===== src/rtl/truth_table_sweeper.sv =====
// truth_table_sweeper
//
// Exhaustive stimulus engine for small combinational blocks. On start it
// drives every N_IN-bit input vector in ascending order. It holds each vector
// for HOLD_CYCLES cycles, then compares the DUT response against the EXPECTED
// truth table at the edge that ends the last hold cycle. It reports the
// mismatch count and the first failing vector.
//
// Optional build macro:
//   SWEEP_STOP_ON_FAIL_EN - the first mismatch ends the sweep at once, and
//                           stim stays on the failing vector.
//
// Ports:
//   clk        in   rising-edge clock
//   reset_n    in   asynchronous active-low reset
//   start      in   begin a sweep (sampled in IDLE or DONE only)
//   stim       out  N_IN   vector driven to the DUT, stim[N_IN-1] is the MSB
//   resp       in   N_OUT  DUT response
//   busy       out  high while vectors are being driven
//   done       out  sweep finished; sticky until the next start
//   pass       out  done with no mismatches
//   err_count  out  N_IN+1 mismatching vectors, saturating at 2**N_IN
//   fail_valid out  at least one mismatch seen this sweep
//   fail_vec   out  N_IN   first mismatching vector

module truth_table_sweeper #(
  parameter int N_IN        = 3,
  parameter int N_OUT       = 1,
  parameter int HOLD_CYCLES = 1,
  parameter logic [(2**N_IN)*N_OUT-1:0] EXPECTED = '0
) (
  input  logic              clk,
  input  logic              reset_n,
  input  logic              start,
  output logic [N_IN-1:0]   stim,
  input  logic [N_OUT-1:0]  resp,
  output logic              busy,
  output logic              done,
  output logic              pass,
  output logic [N_IN:0]     err_count,
  output logic              fail_valid,
  output logic [N_IN-1:0]   fail_vec
);

  typedef enum logic [1:0] {IDLE, DRIVE, DONE} state_t;

`ifdef SWEEP_STOP_ON_FAIL_EN
  localparam bit STOP_ON_FAIL = 1'b1;
`else
  localparam bit STOP_ON_FAIL = 1'b0;
`endif

  localparam logic [7:0]  HOLD_LAST = 8'(HOLD_CYCLES - 1);
  // Saturation value 2**N_IN: the top bit of the counter set, all others clear.
  localparam logic [N_IN:0] ERR_MAX = {1'b1, {N_IN{1'b0}}};

  state_t            state_q, state_d;
  logic [N_IN-1:0]   stim_q, stim_d;
  logic [7:0]        hold_q, hold_d;
  logic [N_IN:0]     err_q, err_d;
  logic              fv_q, fv_d;
  logic [N_IN-1:0]   fvec_q, fvec_d;
  logic [N_OUT-1:0]  exp_slice;
  logic              mismatch;

  // Expected response for the vector currently on stim.
  assign exp_slice = EXPECTED[int'(stim_q) * N_OUT +: N_OUT];
  assign mismatch  = (resp != exp_slice);

  always_comb begin
    // NOTE: every always_comb target gets a default first, so no path can
    // leave a variable unassigned and infer a latch.
    state_d = state_q;
    stim_d  = stim_q;
    hold_d  = hold_q;
    err_d   = err_q;
    fv_d    = fv_q;
    fvec_d  = fvec_q;

    unique case (state_q)
      IDLE, DONE: begin
        if (start) begin
          state_d = DRIVE;
          stim_d  = '0;
          hold_d  = '0;
          err_d   = '0;
          fv_d    = 1'b0;
          fvec_d  = '0;
        end
      end

      DRIVE: begin
        if (hold_q == HOLD_LAST) begin
          // Compare edge: resp is only trusted here, after the hold time.
          if (mismatch) begin
            if (err_q != ERR_MAX) err_d = err_q + 1'b1;
            if (!fv_q) begin
              fv_d   = 1'b1;
              fvec_d = stim_q;
            end
          end
          // The last vector is all-ones; stim never wraps back to 0.
          if ((STOP_ON_FAIL && mismatch) || (&stim_q)) begin
            state_d = DONE;
          end else begin
            stim_d = stim_q + 1'b1;
            hold_d = '0;
          end
        end else begin
          hold_d = hold_q + 1'b1;
        end
      end

      default: state_d = IDLE;
    endcase
  end

  // NOTE: state registers use non-blocking assignments so every flop samples
  // the pre-edge values, independent of statement order.
  always_ff @(posedge clk or negedge reset_n) begin
    if (!reset_n) begin
      state_q <= IDLE;
      stim_q  <= '0;
      hold_q  <= '0;
      err_q   <= '0;
      fv_q    <= 1'b0;
      fvec_q  <= '0;
    end else begin
      state_q <= state_d;
      stim_q  <= stim_d;
      hold_q  <= hold_d;
      err_q   <= err_d;
      fv_q    <= fv_d;
      fvec_q  <= fvec_d;
    end
  end

  assign stim       = stim_q;
  assign busy       = (state_q == DRIVE);
  assign done       = (state_q == DONE);
  assign pass       = done && (err_q == '0);
  assign err_count  = err_q;
  assign fail_valid = fv_q;
  assign fail_vec   = fvec_q;

endmodule


===== config.mk =====
export PLATFORM = sky130hd
export DESIGN_NAME = truth_table_sweeper
export DESIGN_NICKNAME = d
export VERILOG_FILES = /design/src/rtl/truth_table_sweeper.sv
export SDC_FILE = /design/constraint.sdc
export NUM_CORES = 1
export LEC_CHECK = 0
export BUFFER_PORTS_ARGS = -buffer_cell sky130_fd_sc_hd__buf_4
export CORE_UTILIZATION = 30
export CTS_BUF_LIST = sky130_fd_sc_hd__clkbuf_4
export CTS_CLUSTER_DIAMETER = 150
export DETAILED_ROUTE_END_ITERATION = 8
export GPL_ROUTABILITY_DRIVEN = 0
export SYNTH_ARGS = -nofsm -noshare
export SYNTH_HDL_FRONTEND = slang
export SYNTH_SLANG_ARGS = --single-unit

===== constraint.sdc =====
create_clock -name clk -period 4.1 [get_ports clk]
set_input_delay 0.41 -clock clk [delete_from_list [all_inputs] [get_ports clk]]
set_output_delay 0.41 -clock clk [all_outputs]
set_load 0.01 [all_outputs]

* Yosys cells after proc, flatten, opt, wreduce, memory -nomap -nowiden *
Cells that the tools add are included.

word-level totals
  output and inout port bits = 14
  register bits = 21
  input bits = 4
  logic and storage cells = 60

cells by class
  mux-type cells = 25
  add/sub/neg operators = 3
  equality and inequality tests = 12
  reduce and logical (&&, ||, !) cells = 13
  shift-type cells = 1

operators with widths
  kind                                                      number
  2-to-1 mux 8 bit                                          3
  2-to-1 mux 3 bit                                          6
  2-to-1 mux 4 bit                                          4
  one-hot mux 8 bit (2 select lines)                        1
  one-hot mux 3 bit (2 select lines)                        2
  AND reduction 5 bit                                       2
  AND reduction 3 bit                                       3
  adder 8 x 1 -> 8 bit, second input constant               1
  zero test 8 bit                                           1
  inequality test 2 x 1 -> 1 bit, second input constant     4
  one-hot mux 4 bit (2 select lines)                        1
  AND reduction 4 bit                                       2
  indexed part select 8 x 4 -> 1 bit, first input constant  1
  2-to-1 mux 2 bit                                          3
  inequality test 2 bit, second input constant              3
  adder 4 x 1 -> 4 bit, second input constant               1
  zero test 4 bit                                           1
  inequality test 4 bit, second input constant              1
  one-hot mux 2 bit (2 select lines)                        1
  adder 3 x 1 -> 3 bit, second input constant               1
  2-to-1 mux 1 bit                                          3
  inequality test 3 bit, second input constant              1
  == test 2 x 1 -> 1 bit, second input constant             1
  == test 2 bit, second input constant                      1
  6 further kinds                                           6

* Depth between registers and ports, before layout *
Gate-level depths: netlist of run 1.

  depth in word-level cells = 5
  gate-level depth with buffers = 7
  mapped depth without buffers = 7

* Worst setup path after synthesis of run 1 *
No wires, ideal clock.

  kind = register to register
  start point = reg hold_q[0]
  end point = reg err_q[1], in the netlist err_count[1]
  setup slack = 2365 ps
  stages on the path, launching flop included = 7
  data required time = 3975 ps
  arrival = 1610 ps
  period minus slack after synthesis = 1735 ps
  library setup time = 125 ps
  buffers on the path = 0
  cells stage by stage = dfrtp_1 > inv_1 > ha_1 > nor4b_4 > nand2_2 > a311o_2 > mux2_4

on the way
  longest elaborated chain between the ends = 3

ends and longest elaborated chain
  item                                      line  RTL
  start: declaration                        59    logic [7:0] hold_q, hold_d;
  start signal: assignment                  131   hold_q <= hold_d;
  zero test 8 bit                           93    if (hold_q == HOLD_LAST) begin
  inequality test 2 x 1 -> 1 bit (no line)  --
  AND reduction 5 bit (no line)             --
  end signal: assignment                    132   err_q <= err_d;
  end: declaration                          60    logic [N_IN:0] err_q, err_d;

Every way passes these cells.
A chain may end at the register's enable or synchronous reset.

* Worst setup path after layout of run 1 *
Ends and elaborated chain as after synthesis.

==> results, run 1 <==
- The floorplan has 22 rows.
- After clock tree synthesis, the repair step resized 0 gates.
- The shortest period the worst path allows is approximately 1.8 ns.
- For this run, the slowest stage of the critical path takes approximately 0.42 ns.
- Across the run, the number of max-cap violations was 0.
- The biggest area contributor in the post-synthesis netlist is sky130_fd_sc_hd__dfrtp_1.
- In this run the static leakage power is ~0.69 nW.
- The sort of element at the end of the critical path is a flop.
- For this block, the initial DRC count from the detailed router was 29.
- The number of buffers and inverters on the critical path is 1.
- After technology mapping, the gate count stands at 110.
- The detailed-router iteration count before antenna repair is 6.
- The number of antenna violations at the first check in global routing is 0.
- Counting flops with an async set or reset pin after synthesis yields a share of 100%.
- The total global-route track usage is between 10 and 15%.
- The maximum root-to-sink buffer count is 2.
- The total number of H-tree levels is 1.
- With fillers left out, the area of the finished cells amounts to approximately 1400 um2.
- The clock-pin slew on the worst setup and hold paths is around 0.12 ns.
- The worst register-to-register path ends at err_count[1].
- The switching power as a share of total power is 40.7%.
- The starting utilization of the core area is a little under a third.
- The critical path is of the reg -> reg type.
- The buffer type at the clock tree root is sky130_fd_sc_hd__clkbuf_4.
- The worst pin sits at a relative slew slack of between 50 and 60%.
- The kind of launch point of the worst setup path is a flop.
- For this run the aggregate overflow at the end of global routing stands at 0.
- Along the worst path, the maximum fanout reaches 4.
- Setup repair after global routing left no endpoint under its margin.
- The area taken by flip-flops and latches is between 500 and 600 um2.
- The CTS sink count is 21.
- Cell internal power was estimated by the tool at roughly 0.53 mW.
- The core footprint is approximately 3700 um2.
- The clock skew is 0.00924 ns.
- The placed wire-length estimate after detailed placement is about 1800 um.
- For met2 alone, demand over resource in global routing was approximately a fifth.
- The routed wire length per instance is ~13 um.
- In this run the register-to-register setup slack is 2.26 ns.
- The startpoint of the lowest-slack register-to-register path is hold_q[0].
- For the worst setup path, the data required time is about 4.3 ns.
- Detailed routing inserted a total of 883 vias.
- The met1 demand-to-capacity share in global routing is between 15 and 20%.
- The per-cell via count in the routed design is ~5.
- In the post-synthesis netlist, the biggest area contributors are sky130_fd_sc_hd__dfrtp_1 46%, sky130_fd_sc_hd__ha_1 6.6%, sky130_fd_sc_hd__mux2i_1 5.2%.
- The number of nets in the synthesized netlist is 120.
- The top cell type's share of synthesized area is 45.9%.
- In this run the cell area measured after placement is roughly 1300 um2.
- For this run, the leading register cell type out of synthesis is sky130_fd_sc_hd__dfrtp_1.
- The hold violation count in the final report is 0.
- The total die area is between 4000 and 5000 um2.
- The count of final max-slew check failures was 0.
- In the synthesized netlist, mux cells make up 7.54% of the area.
- The most numerous cell in the Yosys netlist is sky130_fd_sc_hd__dfrtp_1.
- In this run, synthesis produced a sequential element count of 21.
- Summing the sequential cell areas from Yosys gives a little under half of the chip area.
- The first-pass GRT wire length is 4010 um.
- Dividing the final minimum period by the clock period gives ~45%.
- The number of antenna cells inserted is 0.
- After global routing, the most crowded layer is met2.
- The number of clock buffers added by TritonCTS is 3.
- The fill cell instance count of the final layout is between 300 and 400.
- At the placement stage, the worst setup path has a slack of 2.26 ns.
- The part of the power in combinational logic is 49.1%.
- Setup violations remaining at the end of the flow were counted as 0.
- Pin placement for this block handled 18 I/O pins.
- The total standard cell area after synthesis is about 1100 um2.
- The worst setup path endpoint is err_count[1].
- The share of synthesized cell area in and, or, nand and nor gates is roughly 22%.
- The layout overhead on the synthesized area is 19.2%.
- The number of nets in the finished design is between 100 and 150.
- The flow ran to the end, but the final reports show violations.
- Power spread over the standard cell area amounts to 660 nW/um2.
- The post-synthesis average cell area is around 10 um2.
- The largest individual stage delay along the critical path comes from the cell sky130_fd_sc_hd__dfrtp_1.
- TritonCTS built the clock tree.
- The via count of the first global-routing pass is around 830.
- In the final layout, the multi-input gates occupy 571 um2.
- The largest net degree at the start of global routing is 22.
- The signal on the critical path passes through inv_1, ha_1, nor4b_4, nand2_2, a311o_2, mux2_4.
- At the pin with the least slew margin, the transition time is slightly below 0.7 ns.
- The source of the critical timing path is hold_q[0].
- Summing the areas of all xor and xnor instances in the mapped netlist gives 0.765% of the synthesized area.
- The number of DRC violations after detailed routing is 1.
- The global routing usage on met3 is between 1 and 1.5%.
- The number of synthesized flops with an enable pin is 0.
- The sequential share of power is between 30% and 40%.
- The main combinational cell family by area after synthesis is simple AND/OR/NAND/NOR gates.
- Summing the areas of all compound-gate instances in the mapped netlist gives between 10% and 20% of the synthesized area.
- The worst hold path belongs to the class in -> reg.
- The highest ir drop seen on vdd is ~0.00015 V.
- The number of warning messages in the yosys log is 0.
- The clock reaches the later pin of the worst-skew pair after about 0.32 ns.
- Data on the critical path arrives at its endpoint at just over 2 ns.
- The total negative slack is 0 ns.
- The number of nets with antenna violations after detailed routing is 0.
- The family of cells with the greatest summed delay on the critical path is flip-flops.
- By count the netlist is led by 21 x sky130_fd_sc_hd__dfrtp_1, 11 x sky130_fd_sc_hd__inv_1, 11 x sky130_fd_sc_hd__nand2_1.
- Measured along the y axis, the die boundary spans about 64 um.
- The share of synthesized cell area in full adder, half adder and majority cells is between 6 and 7%.
- In this run, distinct cell masters in the synthesized netlist total 38.
- The minimum setup slack in the final design is ~2.3 ns.
- The final reports fail on DRC.
- The part of the power in the clock network is between 10% and 20%.
- The count of port buffers added during placement is 17.
- The routed wire length is roughly 2300 um.
- The post-route netlist has between 20 and 25% of its cells at a drive strength greater than 1.
- The width of the chip is about 64 um.
- The critical path runs through a total of 6 cells.
- The net switching power of the design is around 0.37 mW.
- The maximum clock frequency is 0.543 GHz.
- The number of cells on the worst reg-to-reg path is 6.
- The count of buffers added by post-CTS timing repair for setup is 0.
[final cells by class]
class,count,share of cell area (%)
inverters,11,3.02
clock buffers,4,2.20
repair buffers,18,10.1
multi-input cells,76,41.8
flip-flops and latches,21,38.5
well taps,48,4.40
[placed cells by master (no fill, tap or decap), drive strengths merged]
master       netlist  layout
a31o               1       1
nand4              1       1
nor2               5       5
o2bb2ai            1       1
o21a               1       1
a211o              1       1
mux2i              6       6
a32o               3       3
xnor2              1       1
and2b              1       1
and4bb             1       1
nor4b              2       2
or2                1       1
and4               1       1
or3                1       1
a21oi              3       3
mux2               2       2
nor3               3       3
nand3              5       5
nand2b             4       4
a21o               1       1
a311o              1       1
nand2             12      12
clkbuf             2       4
nor4               2       2
buf                0      17
dlygate4sd3        0       1
ha                 6       6
a221o              2       2
inv               11      11
o311ai             1       1
and3               2       2
and2               1       1
dfrtp             21      21
a22o               1       1
o21ai              3       3
[worst min path at each step]
| stage | endpoint | from | cells past startpoint | slack [ns] |
|---|---|---|---|---|
| 4_1_cts | state_q[1] | start | 2 | 0.32 |
| 3_3_place_gp | hold_q[3] | reset_n | 1 | 0.31 |
| 2_1_floorplan | err_count[0] | reset_n | 0 | 0.11 |
| 5_1_grt | state_q[1] | start | 2 | 0.33 |
| 3_5_place_dp | hold_q[3] | reset_n | 1 | 0.31 |
| 6_report | state_q[1] | start | 2 | 0.31 |
[routing by layer]
metal	wire (um)	up-vias
li1	-	437
met1	1140	428
met2	1120	15
met3	29	3
met4	31	0
met5	0	-
[registers in the layout, summed over array words and instances, names as in the netlist]
register    count
fail_vec        3
err_count       4
stim            3
fail_valid      1
state_q         2
hold_q          8
[power by group through the flow]
stage               logic, mW  clock network, mW  registers [mW]
floorplan               0.288                  0           0.359
global placement        0.433                  0           0.350
detailed placement      0.444                  0           0.354
CTS                     0.447              0.113           0.351
global route            0.498              0.124           0.365
finish                  0.442              0.110           0.349
[timing repair]
item | CTS | global route
hold buffers | 1 | 0
hold endpoints to repair | 21 | 0
endpoints found under the setup margin | 0 | 0
[cells by family (layout without fill, tap and decap cells)]
kind of cell / Yosys count / in the layout
flip-flops: 21 / 21
AO/OA/AOI/OAI: 19 / 19
AND/OR/NAND/NOR: 42 / 42
buffers and inverters: 13 / 33
adder cells (fa/ha/maj): 6 / 6
multiplexers: 8 / 8
XOR/XNOR: 1 / 1
[through the flow]
stage,total power [mW],instances,hold slack (ns),util [%]
floorplan,0.648,110,0.114,-
global placement,0.784,173,0.311,36.2
detailed placement,0.798,173,0.310,36.2
CTS,0.911,178,0.320,37.3
global route,0.987,178,0.326,37.3
finish,0.902,178,0.310,37.3
Power figures use the tool's default switching activity.
==> inputs of run 2 (changes only) <==
--- a/config.mk
+++ b/config.mk
@@ -5,6 +5,7 @@
 export SDC_FILE = /design/constraint.sdc
 export NUM_CORES = 1
 export LEC_CHECK = 0
+export ABC_AREA = 1
 export BUFFER_PORTS_ARGS = -buffer_cell sky130_fd_sc_hd__buf_4
 export CORE_UTILIZATION = 30
 export CTS_BUF_LIST = sky130_fd_sc_hd__clkbuf_4
==> constraint.sdc (replaced) <==
create_clock -name clk -period 1.6 [get_ports clk]
set_input_delay 0.16 -clock clk [delete_from_list [all_inputs] [get_ports clk]]
set_output_delay 0.16 -clock clk [all_outputs]
set_load 0.01 [all_outputs]
==> run 2 against run 1 <==
Critical path type is now reg -> out. Clock skew shrank 0.0065 ns. First-iteration DRC count grew to 2.8 times the previous value. Die area grew 12%. Sequential power grew 150%. The run now ends clean. Sequential cell count is the same. Largest power group is now registers. Non-clock buffer count grew 7. Final area grew 14%. Combinational power grew 85%. Final cell count grew 35%.
==> results, run 2 <==
- Summing the areas of all compound-gate instances in the mapped netlist gives under 10% of the synthesized area.
- In this run, synthesis produced a sequential element count of 21.
- The final-report setup violation count is 0.
- The detailed-router iteration count before antenna repair is 4.
- For the worst flop-to-flop path, the logic depth is 8.
- The number of top-level pins is 18.
- Measured against its own limit, the worst slew margin works out to between 80 and 90%.
- TritonCTS built the clock tree.
- In the routed layout, each cell is associated on average with a via count of 4.57.
- Data on the critical path is required at its endpoint by approximately 1.4 ns.
- The number of nets with antenna violations after detailed routing is 0.
- The commonest cells after synthesis are 41 x sky130_fd_sc_hd__nand2_1, 21 x sky130_fd_sc_hd__dfrtp_1, 20 x sky130_fd_sc_hd__inv_1.
- Measured along the x axis, the die boundary spans about 68 um.
- The share of synthesized cell area in and, or, nand and nor gates is a little under two fifths.
- The number of DRC violations after detailed routing is 0.
- The category of the most critical setup path is reg -> out.
- The starting DRC count in detailed routing is 80.
- Of the total synthesized cell area, the portion taken by full adders, half adders and majority gates is 5.83%.
- After clock tree synthesis, the clock-pin slew on the worst setup and hold paths is 0.12 ns.
- The final core area utilization is a little under two fifths.
- The proportion of synthesized area in mux cells is 0%.
- After detailed routing, the total wire length is ~2600 um.
- The number of buffers inserted during clock tree synthesis is 3.
- The number of warning messages in the yosys log is 0.
- Global routing used about an eighth of the available tracks across all layers.
- The region available for standard cell placement spans 4060 um2.
- The fill cell instance count of the final layout is around 440.
- The first global-routing pass estimated between 4000 and 5000 um of wire.
- The count of port buffers added during placement is 17.
- The starting utilization of the core area is 31.8%.
- The top cell type by area accounts for approximately two fifths of the synthesized area.
- The number of antenna cells inserted is 0.
- The total negative slack is 0 ns.
- The count of final max-slew check failures is 0.
- The tree built by TritonCTS fans out to 21 sinks.
- The run finished with clean final reports.
- The global-route congestion overflow total is 0.
- The die span in y is a little under 70 um.
- The hold violation count in the final report came to 0.
- The number of different library cells in the post-synthesis netlist is 22.
- The overall power of the completed layout is 1.94 mW.
- The xor/xnor cell area share of the yosys netlist is 1.36%.
- The routed wire length per instance is approximately 11 um.
- For this block, the via count after detailed routing is 1102.
- Leaving out fill and tap cells, the most frequent cell in the layout is sky130_fd_sc_hd__nand2_1.
- The sequential element share of the synthesized area is around 40%.
- By area the synthesized netlist is led by sky130_fd_sc_hd__dfrtp_1 41%, sky130_fd_sc_hd__nand2_1 12%, sky130_fd_sc_hd__ha_1 5.8%.
- The register with the most flip-flops in the layout has 8 of them.
- hold_q holds more flip-flops than any other register.
- The die covers 4560 um2.
- The total standard cell area after synthesis is ~1300 um2.
- The worst hold path belongs to the class in -> reg.
- Along the worst hold path, the cell count comes to 2.
- The critical path data arrival time is approximately 1.4 ns.
- The measured slew at the worst slew-check pin is around 0.28 ns.
- The main combinational cell family by area after synthesis is simple AND/OR/NAND/NOR gates.
- The layout overhead on the synthesized area is 20.4%.
- The analysis attributes to cell leakage a power of 0.814 nW.
- In the final layout, the share of cells above drive strength 1 is a little over a quarter.
- Clock tree synthesis selected as its root buffer the cell sky130_fd_sc_hd__clkbuf_4.
- The worst-path maximum fanout is 9.
- After technology mapping, the gate count stands at about 160.
- The primary flip-flop cell chosen by synthesis mapping is sky130_fd_sc_hd__dfrtp_1.
- The tool flagged a number of max-cap violations equal to 0.
- The post-synth net total is about 170.
- The number of antenna violations at the first check in global routing came to 0.
- The shortest period the worst path allows is 1.51 ns.
- The synthesized design contains 0 enable-type register cells.
- The share of synthesized registers carrying an async set or reset is 100%.
- Clock skew on the completed layout was measured at around 0.0028 ns.
- The clock latency at the later pin of the worst-skew pair is 0.30 ns.
- The highest ir drop seen on vdd is 0.000348 V.
- The largest net degree at the start of global routing is 22.
- Setup repair after global routing left no endpoint under its margin.
- The net count of the finished layout is around 200.
- The most numerous cell in the Yosys netlist is sky130_fd_sc_hd__nand2_1.
- The worst setup path is launched from a flop.
- The sort of element at the end of the critical path is an output pin.
- The cell accounting for the most synthesized area is sky130_fd_sc_hd__dfrtp_1.
- The placed wire-length estimate after detailed placement is slightly below 2000 um.
- The post-synthesis average cell area is around 8 um2.
- After floorplanning, the core was divided into 23 placement rows.
- The via count of the first global-routing pass is around 1.0k.
- The total power density per cell area is ~1300 nW/um2.
- The maximum root-to-sink buffer count is 2.
- In the layout the commonest cells are 40 x sky130_fd_sc_hd__nand2_1, 24 x sky130_fd_sc_hd__buf_4, 20 x sky130_fd_sc_hd__dfrtp_1.
- The maximum clock frequency is 0.660 GHz.
- In the finished design, the share of the clock period the worst path needs comes to between 90% and 100%.
- The total number of H-tree levels is 1.
run 2: changes by cell type in the layout (fill, tap and decap cells not counted), sizes merged, moves of 3 or more:
cell	before	now
o21ai	3	11
nand3	5	17
inv	11	25
a21oi	3	0
nor3	3	0
a32o	3	0
nand2	12	47
nand4	1	9
mux2i	6	0
nor2	5	20
nand2b	4	0
buf	17	24
run 2: through the flow:
| stage | cell area [um2] | hold WS (ns) | cells | setup WS (ns) |
|---|---|---|---|---|
| after floorplan | 1290 | -0.136 | 164 | 0.244 |
| after global placement | 1490 | 0.0675 | 233 | 0.171 |
| after detailed placement | 1490 | 0.0672 | 233 | 0.143 |
| after global routing | 1550 | 0.0369 | 241 | 0.0104 |
| final | 1550 | 0.0524 | 241 | 0.0857 |
| after CTS | 1530 | 0.0380 | 238 | 0.0575 |
run 2: final cells by class:
cell class / count / area, um2 / area share (%)
sequential: 21 / 527 / 34.0
timing repair buffer: 25 / 190 / 12.3
multi-input combinational: 115 / 642 / 41.4
inverter: 26 / 103 / 6.61
clock inverter: 1 / 5.00 / 0.323
tap: 50 / 62.6 / 4.03
clock buffer: 3 / 22.5 / 1.45
run 2: metal layers:
layer  track usage, %  wire length [um]  vias up
met1             17.9              1300      495
met5                0                 0        -
met3             2.53               107        4
met2             20.9              1200       24
li1                 -                 -      579
met4             3.19                23        0
run 2: timing repair:
item / CTS / global route
setup buffers: 0 / 2
endpoints found under the setup margin: 0 / 9
hold buffers: 1 / 0
endpoints found under the hold margin: 21 / 0
gates resized for setup: 0 / 3
run 2: final timing paths:
kind / start / end / slack (ns)
setup / recovery: state_q[0] / busy / 0.09
hold / removal: start / state_q[1] / 0.05
setup reg to reg: stim[0] / stim[1] / 0.14
hold reg to reg: fail_vec[1] / fail_vec[1] / 0.49
max in group asynchronous: reset_n / state_q[0] / 1.10
min in group asynchronous: reset_n / fail_valid / 0.26
run 2: kinds of logic (layout without fill, tap and decap cells):
kind of cell / Yosys count / in the layout
DFF: 21 / 21
buffers and inverters: 29 / 55
adders and majority gates: 6 / 6
xor gates and xnor gates: 2 / 2
and+or+nand+nor: 93 / 94
AOI/OAI and AO/OA: 13 / 13
run 2: worst max-delay path: stages, from the launching register on:
cell and delay (ns):
sky130_fd_sc_hd__dfrtp_2 0.47, sky130_fd_sc_hd__nand2_2 0.16, sky130_fd_sc_hd__clkinv_4 0.09, sky130_fd_sc_hd__buf_4 0.18, sky130_fd_sc_hd__buf_4 0.15
run 2: power by group:
group	internal (mW)	total (mW)	leakage, nW	switching (mW)
clock	0.0932	0.262	0.0177	0.169
combinational	0.363	0.816	0.531	0.453
sequential	0.701	0.867	0.265	0.165
==> inputs of run 3 (changes only) <==
--- a/config.mk
+++ b/config.mk
@@ -7,7 +7,8 @@
 export LEC_CHECK = 0
 export ABC_AREA = 1
 export BUFFER_PORTS_ARGS = -buffer_cell sky130_fd_sc_hd__buf_4
-export CORE_UTILIZATION = 30
+export CORE_ASPECT_RATIO = 1.1
+export CORE_UTILIZATION = 28
 export CTS_BUF_LIST = sky130_fd_sc_hd__clkbuf_4
 export CTS_CLUSTER_DIAMETER = 150
 export DETAILED_ROUTE_END_ITERATION = 8
==> run 3 against run 2 <==
First-iteration DRC count down 11%. Highest routed layer unchanged. Clock-buffer cell count rose by 1. Sequential power shrank 0.8%. Largest cell class unchanged.
==> results, run 3 (same netlist as run 2, synthesis figures left out) <==
- The kind of launch point of the worst setup path is a flop.
- The floorplan step set the die height to about 73 um.
- The total die area is between 4000 and 5000 um2.
- The worst slack after detailed placement is around 0.15 ns.
- Once routing completed, OpenROAD measured the worst setup slack at 0.114 ns.
- The hold violation count in the final report is 0.
- Cell internal power was estimated by the tool at around 1.2 mW.
- The part of the power in combinational logic is 42.3%.
- Hold timing on the final database bottoms out at a slack of 0.0478 ns.
- The final core area utilization is a little over a third.
- The total overflow left after global routing is 0.
- The run finished with clean final reports.
- The setup path with the least slack is of type reg -> reg.
- The required time of the critical path is around 1.8 ns.
- The total power density per cell area is about 1300 nW/um2.
- The count of port buffers added during placement is 17.
- The number of buffers inserted during clock tree synthesis is 3.
- Once detailed placement completed, the half-perimeter wirelength came to 2030 um.
- Entering global routing, the biggest net connects 22 pins.
- The net switching power of the design is around 0.79 mW.
- The starting DRC count in detailed routing is around 70.
- The routed wire length is ~2800 um.
- The number of antenna violations at the first check in global routing is 0.
- In this run the worst path has a maximum fanout of 6.
- The number of core rows is 25.
- The TritonCTS clock tree is yes.
- In the final layout, the multi-input gates occupy 652 um2.
- Leaving out fill and tap cells, the most frequent cell in the layout is sky130_fd_sc_hd__nand2_1.
- Setup repair after global routing left no endpoint under its margin.
- The area growth from synthesis to layout is 22.2%.
- The total global-route track usage is between 10% and 20%.
- The register with the most flip-flops in the layout has 8 of them.
- The clock skew is roughly 0.0041 ns.
- The via count of the first global-routing pass is approximately 1.0k.
- The static power due to leakage is 0.837 nW.
- The core footprint is 4350 um2.
- The number of top-level pins is 18.
- The final-report setup violation count is 0.
- The starting utilization of the core area is roughly 30%.
- The final layout contains 203 nets.
- The number of nets with antenna violations after detailed routing is 0.
- The most flop-heavy register is hold_q.
- In the routed design, unresolved DRC markers number 0.
- The count of final max-slew check failures is 0.
- Timing would allow up to 0.673 GHz.
- Before antenna repair, the detailed router went through 4 iterations.
- Dividing the detail-routed via count by the number of cells gives 4.51.
- In this run switching power makes up about two fifths of total power.
- The clock-pin slew on the worst setup and hold paths is ~0.13 ns.
- The cell sitting at the root of the clock tree is a sky130_fd_sc_hd__clkbuf_4.
- The die is 66.7 um wide.
- The worst setup path is captured at a flop.
- The sequential share of power is ~43%.
- Leaving out fill and tap cells, the most frequent cells in the layout are 40 x sky130_fd_sc_hd__nand2_1, 25 x sky130_fd_sc_hd__buf_4, 21 x sky130_fd_sc_hd__dfrtp_1.
- The longest clock path from root to sink contains 2 buffers.
- The part of the power in the clock network is around 14%.
- Max-cap violations in this run came to 0.
- The measured slew at the worst slew-check pin is ~0.31 ns.
- The first-pass GRT wire length is between 4000 and 5000 um.
- The CTS sink count is 21.
- In the finished design, the share of the clock period the worst path needs comes to between 90% and 100%.
- Summing all flip-flop and latch instances after layout gives about 530 um2.
- CTS built an H-tree with a depth of 1.
- The post-route netlist has about a quarter of its cells at a drive strength greater than 1.
- Measured against its own limit, the worst slew margin works out to about four fifths.
- For this block, the via count after detailed routing is about 1.1k.
- The min-delay analysis places its worst path in the category in -> reg.
- After layout, the minimum clock period comes to 1.49 ns.
- 0 antenna diodes ended up in the layout.
- The routed wire length per instance is between 10 and 15 um.
- Data arrives at the worst endpoint at roughly 1.7 ns.
- The filler cells instantiated in the layout total about 470.
- After routing, the total negative slack on setup checks comes to 0 ns.
- For the worst-skew pair, the clock arrives at the later sink with an insertion delay of about 0.3 ns.
- The overall power of the completed layout is a little under 2 mW.
- The highest ir drop seen on vdd is 0.000466 V.
[run 3: cell types whose count changed in the layout (fill, tap and decap cells not counted)]
cell,previous run,this run
sky130_fd_sc_hd__buf_4,24,25
sky130_fd_sc_hd__clkbuf_4,3,4
sky130_fd_sc_hd__clkinv_2,1,0
sky130_fd_sc_hd__dfrtp_1,20,21
sky130_fd_sc_hd__dfrtp_2,1,0
sky130_fd_sc_hd__nand2_2,5,3
sky130_fd_sc_hd__nand2_4,2,4
[run 3: area by class of cell]
cell class | count | area share [%]
flip-flops and latches | 21 | 33.4
clock buffers | 4 | 1.91
inverters | 26 | 6.51
repair buffers | 26 | 12.5
well taps | 54 | 4.29
multi-input cells | 115 | 41.4
[run 3: worst max-delay path, stage by stage, from the launching register on]
cell                      delay (ns)
sky130_fd_sc_hd__dfrtp_1        0.44
sky130_fd_sc_hd__ha_1           0.22
sky130_fd_sc_hd__ha_1           0.20
sky130_fd_sc_hd__nand2_1        0.08
sky130_fd_sc_hd__nand3_2        0.15
sky130_fd_sc_hd__inv_2          0.09
sky130_fd_sc_hd__nand2_2        0.09
sky130_fd_sc_hd__nand2_1        0.07
sky130_fd_sc_hd__o21ai_1        0.05
[run 3: repair_timing]
item | 4_1_cts | 5_1_grt
pin swaps | 0 | 2
gates cloned | 0 | 1
gates resized for setup | 1 | 3
buffers inserted | 0 | 4
hold endpoints to repair | 21 | 0
hold buffers | 1 | 0
endpoints found under the setup margin | 1 | 12
[run 3: final timing paths]
path,endpoint,slack [ns],from,depth (start not counted)
max,stim[1],0.11,stim[0],8
min,state_q[1],0.05,start,2
max reg2reg,stim[1],0.11,stim[0],8
min reg2reg,fail_vec[1],0.50,fail_vec[1],2
max in group asynchronous,state_q[0],1.12,reset_n,2
min in group asynchronous,err_count[1],0.26,reset_n,2
[run 3: power groups by stage]
stage / Sequential [mW] / Clock [mW] / Combinational, mW
global route: 0.886 / 0.325 / 0.980
CTS: 0.860 / 0.298 / 0.845
global placement: 0.865 / 0 / 0.824
finish: 0.860 / 0.284 / 0.840
floorplan: 0.884 / 0 / 0.536
detailed placement: 0.872 / 0 / 0.840
[run 3: routing by layer]
metal | vias to the layer above | part of all wire, % | global-route usage (%)
met1 | 519 | 46 | 15.3
met4 | 0 | 0.57 | 3.55
met2 | 12 | 51 | 21.8
li1 | 577 | - | -
met5 | - | 0 | 0
met3 | 2 | 2.5 | 2.34
[run 3: per-stage QoR]
stage	instance area (um2)	cells
after CTS	1530	241
after global placement	1490	236
final	1580	246
after global routing	1580	246
after floorplan	1290	164
after detailed placement	1490	236
